<file path="src/rtl/cla_chunk_sequencer.sv">
`default_nettype none
// ============================================================================
//  Module      : cla_chunk_sequencer
//  Description : Multi-cycle WIDTH-bit add/subtract controller that time-shares
//                one external combinational CHUNK-bit CLA slice, LSB first.
//  Revision    : 1.0 - initial release
// ============================================================================
module cla_chunk_sequencer #(
    parameter int WIDTH = 32,
    parameter int CHUNK = 8
) (
    input  logic             clk,
    input  logic             rst_n,
    input  logic             in_valid,
    output logic             in_ready,
    input  logic [WIDTH-1:0] in_a,
    input  logic [WIDTH-1:0] in_b,
    input  logic             in_sub,
    output logic             out_valid,
    input  logic             out_ready,
    output logic [WIDTH-1:0] out_sum,
    output logic             out_cout,
    output logic             out_ovf,
    output logic [CHUNK-1:0] cla_a,
    output logic [CHUNK-1:0] cla_b,
    output logic             cla_cin,
    input  logic [CHUNK-1:0] cla_s,
    input  logic             cla_cout,
    output logic             busy
);

    localparam int NCHUNK = WIDTH / CHUNK;
    localparam int IDXW   = (NCHUNK > 1) ? $clog2(NCHUNK) : 1;
    localparam logic [IDXW-1:0] C_LAST_IDX = IDXW'(NCHUNK - 1);

    localparam logic [1:0] C_IDLE = 2'd0;
    localparam logic [1:0] C_RUN  = 2'd1;
    localparam logic [1:0] C_DONE = 2'd2;

    logic [1:0]       r_state;
    logic [WIDTH-1:0] r_a;
    logic [WIDTH-1:0] r_b;
    logic [WIDTH-1:0] r_sum;
    logic             r_carry;
    logic [IDXW-1:0]  r_idx;

    logic             w_run;
    int               w_base;

    assign w_run = (r_state == C_RUN);

    // Bit offset of the chunk currently on the slice
    always_comb begin
        w_base = int'(r_idx) * CHUNK;
    end

    // Slice inputs are parked at zero whenever the sequencer is not stepping
    always_comb begin
        cla_a   = '0;
        cla_b   = '0;
        cla_cin = 1'b0;
        if (w_run) begin
            cla_a   = r_a[w_base +: CHUNK];
            cla_b   = r_b[w_base +: CHUNK];
            cla_cin = r_carry;
        end
    end

    always_ff @(posedge clk or negedge rst_n) begin
        if (!rst_n) begin
            r_state <= C_IDLE;
            r_a     <= '0;
            r_b     <= '0;
            r_sum   <= '0;
            r_carry <= 1'b0;
            r_idx   <= '0;
        end else begin
            case (r_state)
                C_IDLE: begin
                    if (in_valid) begin
                        // Subtraction is A + ~B + 1: invert B now, inject the +1 as carry-in
                        r_a     <= in_a;
                        r_b     <= in_sub ? ~in_b : in_b;
                        r_carry <= in_sub;
                        r_sum   <= '0;
                        r_idx   <= '0;
                        r_state <= C_RUN;
                    end
                end
                C_RUN: begin
                    r_sum[w_base +: CHUNK] <= cla_s;
                    r_carry                <= cla_cout;
                    r_idx                  <= r_idx + 1'b1;
                    if (r_idx == C_LAST_IDX) begin
                        r_state <= C_DONE;
                    end
                end
                C_DONE: begin
                    if (out_ready) begin
                        r_state <= C_IDLE;
                    end
                end
                default: begin
                    r_state <= C_IDLE;
                end
            endcase
        end
    end

    assign in_ready  = (r_state == C_IDLE);
    assign out_valid = (r_state == C_DONE);
    assign busy      = (r_state == C_RUN) || (r_state == C_DONE);
    assign out_sum   = r_sum;
    assign out_cout  = r_carry;
    // Overflow uses the post-inversion B so one rule covers add and subtract
    assign out_ovf   = (r_a[WIDTH-1] == r_b[WIDTH-1]) && (r_sum[WIDTH-1] != r_a[WIDTH-1]);

endmodule
`default_nettype wire

</file>
<file path="config.mk">
export PLATFORM = sky130hd
export DESIGN_NAME = cla_chunk_sequencer
export DESIGN_NICKNAME = d
export VERILOG_FILES = /design/src/rtl/cla_chunk_sequencer.sv
export SDC_FILE = /design/constraint.sdc
export NUM_CORES = 1
export LEC_CHECK = 0
export CORE_MARGIN = 2
export CORE_UTILIZATION = 40
export CTS_BUF_LIST = sky130_fd_sc_hd__clkbuf_4 sky130_fd_sc_hd__clkbuf_8
export DETAILED_ROUTE_END_ITERATION = 10
export GPL_TIMING_DRIVEN = 0
export MAX_ROUTING_LAYER = met4
export PLACE_DENSITY = 0.68
export SYNTH_ARGS = -nofsm -noshare
export SYNTH_HDL_FRONTEND = slang
export SYNTH_SLANG_ARGS = --single-unit
export TNS_END_PERCENT = 50
</file>
<file path="constraint.sdc">
create_clock -name clk -period 5.5 [get_ports clk]
set_input_delay 1.1 -clock clk [delete_from_list [all_inputs] [get_ports clk]]
set_output_delay 1.1 -clock clk [all_outputs]
set_load 0.02 [all_outputs]
</file>
==> results.md <==
* Fin. Hold Viols at 0
* DRT Wirelength at 12,300 um
* Buffers and inverters on the worst path at 4
* Initial drt markers at 212
* Slowest cell on crit path: clkdlybuf4s50_1
* Leak at 0.00274 uW
* Core region area at 0.0120 mm^2
* Crit path cell chain: inv_1 -> ha_1 -> buf_4 -> clkbuf_1 -> and2_1 -> clkdlybuf4s50_1
* Total track usage at 0.201
* DRT antenna net count at 0
* Port Buffers at 130
* # diodes at 0
* Via density at 5.22
* Post-synth EDFFs at 0
* Fraction of layout cells with a size suffix above 1 at 0.171
* Crit path time final at 3.69 ns
* Max_cap viols at 0
* CP arrival at 2.59 ns
* Commonest non-fill, non-tap cell in the layout: clkdlybuf4s50_1
* Rows at 40
* CTS buffer count at 9
* Overflow after GRT at 0
* Max Clk Rate at 271 MHz
* Synth Warn # at 0
* Top Ports at 132
* R2r setup slk at 3.15 ns
* Seq cells post-synth at 101
* Dpl cells at 691
* Seq/Total Area, Yosys at 0.513
* Die height at 115 um
* Synth Net Count at 500
* Worst-margin pin slew at 0.551 ns
* Non-filler cells, final at 707
* Vias at 3,692
* Final GP Congestion at 0.797
* Worst setup EP type: output port
* Initial Utilization at 0.410
* DRC at 0
* Max H-tree Level at 3
* Top FF cell, synth: dfrtp_1
* Clk slew on worst S/H paths at 0.10 ns
* Setup_tns at 0 ns
* Hold path depth at 2
* Period utilization at 0.671
* Status: finished clean
* Post-DP HPWL at 9150 um
* Most frequent cells in the layout: clkdlybuf4s50_1, dfrtp_1, nand2_1
* Final setup fails at 0
* Post-Syn Area at 0.00492 mm^2
* WHS Endpoint: r_b[17]$_DFFE_PN0P_
* Hold Crit Start: r_b[17]$_DFFE_PN0P_
* Crit path kind: flip-flop to output port
* FF-to-FF End: out_sum[6]$_DFFE_PN0P_
* Syn_area_per_cell at 11.9 um^2
* Worst rel slew slack at 0.633
* Hold crit path type: flip-flop to flip-flop
* CTS tree: built
* Clk_skew at 0.0111 ns
* Post-Syn Instances at 413
* Crit. Startpoint: r_state[1]$_DFFE_PN0P_
* Vias in the first global route at 3,814
* Cts hold-fix bufs at 0
* Setup Fix Bufs, Post-CTS at 0
* Clk Latency, worst-skew pair at 0.37 ns
* Global-route wire length before repair at 19,700 um
* DR pass1 iterations at 5
* Die area at 0.0132 mm^2
* Peak VDD IR at 0.220 mV
* Clock Sinks at 101
* Slew Limit Fails at 0
* CTS root buffer: clkbuf_8
* Cell area power density at 472 mW/mm^2
* Pin count of the biggest net entering global routing at 62
* Startpoint types: flip-flop
* Crit-path max cell delay at 0.61 ns
* Worst r2r src: r_idx[1]$_DFFE_PN0P_
* FFs w/ async S/R, synth at 1.00
* Worst Path Max Fanout at 10
* Routed wire per std cell at 17.4 um
* Die Wd at 115 um
* FF-to-FF path depth at 8
* Worst Path Required at 4.40 ns
* Cell variety after synth at 28
* Clk buf depth at 2
* Unrepaired setup endpoints after global routing: no
* P&R area growth vs syn at 34.6%
* Initial antenna violation count at 0
* Number of gates resized after CTS at 0
* Final #Nets at 642
* CP top delay family: buffers and inverters
==> routing by layer <==
metal / wire length, um / track usage / up-vias
met4: 160 / 0.0643 / 0
met1: 5240 / 0.254 / 1829
li1: - / - / 1727
met3: 671 / 0.0343 / 11
met2: 6230 / 0.333 / 125
met5: 0 / - / -
==> metrics by stage <==
step / hold slack [ns] / utilization / cell area (um^2) / setup slack (ns) / power, uW
2_1_floorplan: 0.445 / - / 4920 / 3.07 / 2160
4_1_cts: 0.488 / 0.551 / 6620 / 1.74 / 3160
5_1_grt: 0.515 / 0.551 / 6620 / 1.63 / 3340
6_report: 0.483 / 0.551 / 6620 / 1.81 / 3120
3_3_place_gp: 0.460 / 0.533 / 6410 / -0.373 / 2630
3_5_place_dp: 0.466 / 0.536 / 6430 / 2.18 / 2690
==> cell usage after synthesis (2+ instances only) <==
cell type | count | area share
mux2_2 | 33 | 0.075
mux4_2 | 16 | 0.073
buf_2 | 17 | 0.017
dfrtp_1 | 101 | 0.51
inv_1 | 14 | 0.011
a31oi_1 | 3 | 0.0038
and2_1 | 17 | 0.022
nand3_1 | 29 | 0.029
nand2_2 | 2 | 0.0025
ha_1 | 9 | 0.023
buf_6 | 4 | 0.0092
xnor2_1 | 32 | 0.057
o2bb2ai_1 | 24 | 0.043
buf_4 | 2 | 0.0030
nand2b_1 | 6 | 0.0076
mux2i_1 | 8 | 0.016
and3b_1 | 2 | 0.0036
clkbuf_1 | 5 | 0.0038
nand2_1 | 45 | 0.034
o21ai_0 | 36 | 0.037
==> flip-flops by register name (all words and copies together), names as in the netlist <==
signal,count
out_sum,32
r_a,32
r_b,32
r_idx,2
r_state,2
out_cout,1
==> worst reg2reg max path, cell delays in order, from the launching register on <==
cell      delay [ns]
dfrtp_1         0.42
buf_2           0.27
buf_2           0.33
inv_1           0.15
ha_1            0.35
nor4bb_1        0.30
clkbuf_2        0.25
nand2_1         0.08
mux2i_1         0.14
==> cells by family after synthesis <==
| kind of cell | synth area share |
|---|---|
| AOI/OAI and AO/OA | 0.0880 |
| xor gates and xnor gates | 0.0569 |
| adders and majority gates | 0.0229 |
| buffers and inverters | 0.0450 |
| DFF | 0.513 |
| muxes | 0.168 |
| and+or+nand+nor | 0.106 |
==> worst max-delay path by stage <==
stage | cells past startpoint | to | slack, ns
6_report | 6 | cla_b[6] | 1.81
3_5_place_dp | 6 | cla_b[6] | 2.18
5_1_grt | 6 | cla_a[3] | 1.63
2_1_floorplan | 3 | cla_a[0] | 3.07
4_1_cts | 6 | cla_b[6] | 1.74
3_3_place_gp | 1 | r_a[9]$_DFFE_PN0P_ | -0.37
==> cell type report <==
class,count,area [um^2]
fillers,1092,5390
flip-flops and latches,101,2530
multi-input cells,269,2170
repair buffers,131,1330
well taps,147,184
plain buffers,29,169
clock buffers,11,151
inverters,14,52.6
clock inverters,5,40.0
==> power breakdown <==
group / switching [uW] / internal, uW / leakage, uW
Combinational: 736 / 757 / 0.00135
Sequential: 156 / 1010 / 0.00128
Clock: 268 / 195 / 0.000101
Total: 1160 / 1970 / 0.00274
No activity file was read; power rests on OpenSTA's default activity.
